==> src/rtl/sd_out_ddr_buf_pkg.sv <==
`default_nettype none
// ============================================================================
//  Module   : sd_out_ddr_buf_pkg
//  Brief    : Shared encodings for the SDR-to-DDR output buffer.
//  Revision : 1.0 - initial release
// ============================================================================
package sd_out_ddr_buf_pkg;

    // Idle pattern modes, selecting what p_data shows when no word is presented
    localparam int SDDDR_IDLE_ZERO   = 0;
    localparam int SDDDR_IDLE_REPEAT = 1;
    localparam int SDDDR_IDLE_VALUE  = 2;

endpackage : sd_out_ddr_buf_pkg
`default_nettype wire

==> src/rtl/sd_ddr_buf_mem.sv <==
`default_nettype none
// ============================================================================
//  Module   : sd_ddr_buf_mem
//  Brief    : DEPTH x WIDTH register file, synchronous write, async read.
//  Revision : 1.0 - initial release
// ============================================================================
module sd_ddr_buf_mem #(
    parameter int WIDTH = 8,
    parameter int DEPTH = 4,
    parameter int ASZ   = 2
) (
    input  logic             clk,
    input  logic             i_wr_en,
    input  logic [ASZ-1:0]   i_wr_addr,
    input  logic [WIDTH-1:0] i_wr_data,
    input  logic [ASZ-1:0]   i_rd_addr,
    output logic [WIDTH-1:0] o_rd_data
);

    logic [WIDTH-1:0] r_mem [DEPTH];

    // Storage has no reset: validity is tracked by the pointers and usage count
    always_ff @(posedge clk) begin
        if (i_wr_en) begin
            r_mem[i_wr_addr] <= i_wr_data;
        end
    end

    assign o_rd_data = r_mem[i_rd_addr];

endmodule : sd_ddr_buf_mem
`default_nettype wire

==> src/rtl/sd_out_ddr_buf.sv <==
`default_nettype none
// ============================================================================
//  Module   : sd_out_ddr_buf
//  Brief    : Buffered SDR-to-DDR output stage. Full-width words enter an
//             elastic FIFO, move into an output hold register and are driven
//             as two half-width phases (high half while clk is high).
//  Revision : 1.0 - initial release
// ============================================================================
module sd_out_ddr_buf
    import sd_out_ddr_buf_pkg::*;
#(
    parameter int                  WIDTH      = 8,
    parameter int                  DEPTH      = 4,
    parameter int                  ASZ        = 2,
    parameter int                  IDLE_MODE  = SDDDR_IDLE_REPEAT,
    parameter logic [WIDTH/2-1:0]  IDLE_VALUE = '0
) (
    input  logic               clk,
    input  logic               reset,
    input  logic               c_srdy,
    output logic               c_drdy,
    input  logic [WIDTH-1:0]   c_data,
    output logic               p_srdy,
    input  logic               p_drdy,
    output logic [WIDTH/2-1:0] p_data,
    output logic [ASZ:0]       usage
);

    localparam int           c_HALF = WIDTH / 2;
    localparam logic [ASZ:0] c_FULL = (ASZ+1)'(DEPTH);

    logic [ASZ-1:0]   r_wr_ptr;
    logic [ASZ-1:0]   r_rd_ptr;
    logic [ASZ:0]     r_usage;
    logic             r_c_drdy;
    logic             r_p_srdy;
    logic [WIDTH-1:0] r_hold;
    logic [c_HALF-1:0] r_last_low;

    logic             w_write;
    logic             w_load;
    logic [ASZ:0]     w_usage_nxt;
    logic             w_p_srdy_nxt;
    logic [WIDTH-1:0] w_hold_nxt;
    logic [WIDTH-1:0] w_head;
    logic [c_HALF-1:0] w_last_low_nxt;
    logic [c_HALF-1:0] w_idle_half;

    sd_ddr_buf_mem #(
        .WIDTH (WIDTH),
        .DEPTH (DEPTH),
        .ASZ   (ASZ)
    ) u_mem (
        .clk       (clk),
        .i_wr_en   (w_write),
        .i_wr_addr (r_wr_ptr),
        .i_wr_data (c_data),
        .i_rd_addr (r_rd_ptr),
        .o_rd_data (w_head)
    );

    assign w_write = c_srdy & r_c_drdy;
    assign w_load  = (r_usage != '0) & (~r_p_srdy | p_drdy);

    // A word leaving the hold register this edge becomes the repeat source,
    // so the idle pattern formed on the same edge already reflects it.
    assign w_last_low_nxt = (r_p_srdy & p_drdy) ? r_hold[c_HALF-1:0] : r_last_low;

    if (IDLE_MODE == SDDDR_IDLE_REPEAT) begin : g_idle_repeat
        assign w_idle_half = w_last_low_nxt;
    end else if (IDLE_MODE == SDDDR_IDLE_VALUE) begin : g_idle_value
        assign w_idle_half = IDLE_VALUE;
    end else begin : g_idle_zero
        assign w_idle_half = '0;
    end

    // Next occupancy, output valid and hold contents
    always_comb begin
        w_usage_nxt  = r_usage + {{ASZ{1'b0}}, w_write} - {{ASZ{1'b0}}, w_load};
        w_p_srdy_nxt = r_p_srdy;
        w_hold_nxt   = r_hold;
        if (w_load) begin
            w_p_srdy_nxt = 1'b1;
        end else if (p_drdy) begin
            w_p_srdy_nxt = 1'b0;
        end
        if (w_load) begin
            w_hold_nxt = w_head;
        end else if (!w_p_srdy_nxt) begin
            w_hold_nxt = {2{w_idle_half}};
        end
    end

    // Pointer, occupancy and handshake state; reset drops everything at once
    always_ff @(posedge clk or posedge reset) begin
        if (reset) begin
            r_wr_ptr   <= '0;
            r_rd_ptr   <= '0;
            r_usage    <= '0;
            r_c_drdy   <= 1'b0;
            r_p_srdy   <= 1'b0;
            r_hold     <= '0;
            r_last_low <= '0;
        end else begin
            if (w_write) begin
                r_wr_ptr <= r_wr_ptr + ASZ'(1);
            end
            if (w_load) begin
                r_rd_ptr <= r_rd_ptr + ASZ'(1);
            end
            r_usage    <= w_usage_nxt;
            r_c_drdy   <= (w_usage_nxt < c_FULL);
            r_p_srdy   <= w_p_srdy_nxt;
            r_hold     <= w_hold_nxt;
            r_last_low <= w_last_low_nxt;
        end
    end

    assign c_drdy = r_c_drdy;
    assign p_srdy = r_p_srdy;
    assign usage  = r_usage;
    assign p_data = clk ? r_hold[WIDTH-1:c_HALF] : r_hold[c_HALF-1:0];

endmodule : sd_out_ddr_buf
`default_nettype wire

==> config.mk <==
export PLATFORM = sky130hd
export DESIGN_NAME = sd_out_ddr_buf
export DESIGN_NICKNAME = d
export VERILOG_FILES = /design/src/rtl/sd_out_ddr_buf_pkg.sv /design/src/rtl/sd_ddr_buf_mem.sv /design/src/rtl/sd_out_ddr_buf.sv
export SDC_FILE = /design/constraint.sdc
export NUM_CORES = 1
export LEC_CHECK = 0
export BUFFER_PORTS_ARGS = -buffer_cell sky130_fd_sc_hd__clkbuf_2
export CAP_MARGIN = 30
export CORE_UTILIZATION = 53
export CTS_CLUSTER_DIAMETER = 100
export DETAILED_ROUTE_END_ITERATION = 12
export PLACE_DENSITY = 0.72
export REMOVE_ABC_BUFFERS = 1
export SLEW_MARGIN = 30
export SYNTH_ARGS = -nofsm -noshare
export SYNTH_HDL_FRONTEND = slang
export SYNTH_SLANG_ARGS = --single-unit
==> constraint.sdc <==
create_clock -name clk -period 6.4 [get_ports clk]
set_clock_uncertainty 0.1 [all_clocks]
set_input_delay 0.96 -clock clk [delete_from_list [all_inputs] [get_ports clk]]
set_output_delay 0.96 -clock clk [all_outputs]
set_load 0.02 [all_outputs]
==> impl_metrics.yaml <==
layout:
  areaGrowthSynthToFinish_pct: 12.8
  drive_above_1_share_pct: 30.0
  fin_nets: 188
  diodes: 0
  final_cell_area_mm2: 0.00252
placement:
  gp_congestion: 0.776
  dpl.hpwl_mm: 2.46
  port_buffers: 20
  placement.cell_area_mm2: 0.00235
die:
  boundaryPins: 21
  start_util_pct: 55.4
  die_w_um: 66.9
  die_area_mm2: 0.00447
  die_h_um: 66.9
  core_area_mm2: 0.00403
  rows: 23
yosys:
  synth_flop_cell: "edfxtp_1"
  synth_top_family_by_area: "multiplexers"
  synth-xor-area-share_pct: 1.96
  synth_seq_cells: 53
  yosysSeqAreaShare_pct: 66.6
  synth_compound_area_share_pct: 5.55
  synth_mux_area_share_pct: 10.6
  synth_adder_area_share_pct: 4.26
  synth_enable_flop_cells: 32
  yosys.area_share.simple_pct: 8.07
  syn-mean-instance-area_um2: 15.6
  synth_cell_type_count: 27
  syn_inst: 143
  ys_warn_count: 0
  syn_area_mm2: 0.00223
  synthArstFlopShare_pct: 39.6
grt:
  antenna_found_initial: 0
  grt_pass1_vias: 1295
  grt_max_degree: 22
  overflow: 0
  grt_first_pass_wirelength_mm: 5.80
  grtUsageTotal_pct: 19.9
sta:
  worstMarginPinSlew_ns: 0.767
  slew_violations: 0
  hold_viol: 0
  max_slew_margin_pct: 48.8
  setup_violations: 0
  fin_setup_tns_ns: 0
  rsz0062_at_grt: "false"
drt:
  top_layer: "met4"
  drtIter0Drc: 35
  wl_met3_um: 182
  vias: 1213
  wl_mm: 3.62
  wl_met2_mm: 1.83
  wl_per_cell_um: 16.5
  routed_via_density: 5.51
  ant_nets: 0
  dr.pass1.iters: 4
  drt-met1-wl_mm: 1.49
  drc: 0
status:
  status: "finished, final reports clean"
worst_setup_path:
  worst_setup_path_start_kind: "clock port"
  end_kind: "output pin"
  critPathKind: "clk2out"
  path_max_fanout: 2
  worst_ep_required_time_ns: 5.34
  worstPathArrival_ns: 3.88
  path_buf_inv: 3
  crit_family: "buffers and inverters"
  critPathMaxStageDelay_ns: 0.27
  path_common_cell: "clkbuf_8"
  ff2ff_setup_slack_ns: 3.82
  crit_chain: "clkbuf_8, clkbuf_8, mux2_2, clkbuf_2"
  crit_slowest_cell: "mux2_2"
cts:
  clk_pin_slew_ns: 0.09
  clk_latency_ns: 0.40
  cts_tree: "yes"
  cts-resized-gates: 0
  cts_hold_repair.buffers: 0
  post_cts_buffers: 0
power:
  ir_drop_v: 0.000217
  p_leak_nw: 1.02
  pwr_density_cell_mw_per_mm2: 496
job:
  maxCapViolations: 0
hold_path:
  min_path_type: "reg2reg"
## synthesized netlist by cell type (2+ instances only)
cell | number | share of area [%]
edfxtp_1 | 32 | 43
dfrtp_1 | 21 | 24
nand2_1 | 10 | 1.7
nor2_1 | 9 | 1.5
and3_1 | 8 | 2.2
mux4_2 | 8 | 8.1
a31oi_1 | 7 | 2.0
inv_1 | 7 | 1.2
ha_1 | 6 | 3.4
mux2_2 | 5 | 2.5
a21boi_0 | 4 | 1.3
o21ai_0 | 4 | 0.90
or2_2 | 4 | 1.1
xnor2_1 | 3 | 1.2
buf_6 | 2 | 1.0
xor2_1 | 2 | 0.78
## worst paths after layout
path | start | endpoint | depth (start not counted)
min in group asynchronous | reset | r_hold[4] | 2
hold / removal | r_hold[0] | r_hold[0] | 2
setup / recovery | clk | p_data[2] | 4
setup reg to reg | usage[1] | usage[2] | 10
hold reg to reg | r_hold[0] | r_hold[0] | 2
max in group asynchronous | reset | r_wr_ptr[0] | 2
## kinds of logic after synthesis
logic type               count (synthesis)
flip-flops                              53
AND/OR/NAND/NOR                         36
AO/OA/AOI/OAI                           17
multiplexers                            13
buffers and inverters                   12
adder cells (fa/ha/maj)                  7
XOR/XNOR                                 5
## worst min-delay path, cell delays in order (launching register included)
cell,delay (ns)
dfrtp_1,0.38
nand2_1,0.07
o21ai_2,0.05
## metrics by stage
stage          utilization, %  hold slack (ns)  total power, mW  instances  setup slack (ns)
3_3_place_gp             58.4            0.387            0.937        208              1.75
3_5_place_dp             58.4            0.396            0.967        208              1.75
4_1_cts                  62.5            0.418             1.27        220              1.45
6_report                 62.5            0.420             1.25        220              1.46
5_1_grt                  62.5            0.470             1.33        220              1.44
2_1_floorplan               -            0.362            0.845        138              1.83
## area by class of cell
class | count | area (um2)
sequential | 53 | 1490
inverter | 7 | 26.3
multi-input combinational | 78 | 679
clock inverter | 2 | 35.0
tap | 50 | 62.6
fill | 304 | 1510
clock buffer | 14 | 148
timing repair buffer | 16 | 80.1
## report_power, final
| part | internal, mW | switching (mW) | leakage (nW) |
|---|---|---|---|
| clock | 0.213 | 0.172 | 0.115 |
| sequential | 0.463 | 0.0840 | 0.532 |
| combinational | 0.154 | 0.163 | 0.369 |
| total | 0.830 | 0.419 | 1.02 |
## routing by layer
layer,up-vias,track usage [%]
li1,576,-
met1,599,20.2
met2,27,30.9
met3,11,8.05
met4,0,18.4
met5,-,0
## cells in the final DEF, fill, tap and decap left out, drive strengths merged
cell	Yosys	layout
bufinv	0	1
a21boi	4	4
nor2b	1	1
xor2	2	2
mux2	5	5
edfxtp	32	32
o21ai	5	5
nand3	1	1
clkbuf	1	30
clkinv	0	1
dfrtp	21	21
xnor2	3	3
or2	4	4
or3	1	1
o31ai	1	1
nand2	10	10
mux4	8	8
nor2	9	9
nor3	1	1
ha	6	6
and3	8	8
nand2b	1	1
fa	1	1
a31oi	7	7
inv	7	7
## state kept, by name (all words and copies together), names as in the netlist
signal / cells
u_mem.r_mem: 32
r_hold: 8
r_last_low: 4
usage: 3
r_rd_ptr: 2
r_wr_ptr: 2
c_drdy: 1
p_srdy: 1
(Power assumes the default switching activity.)
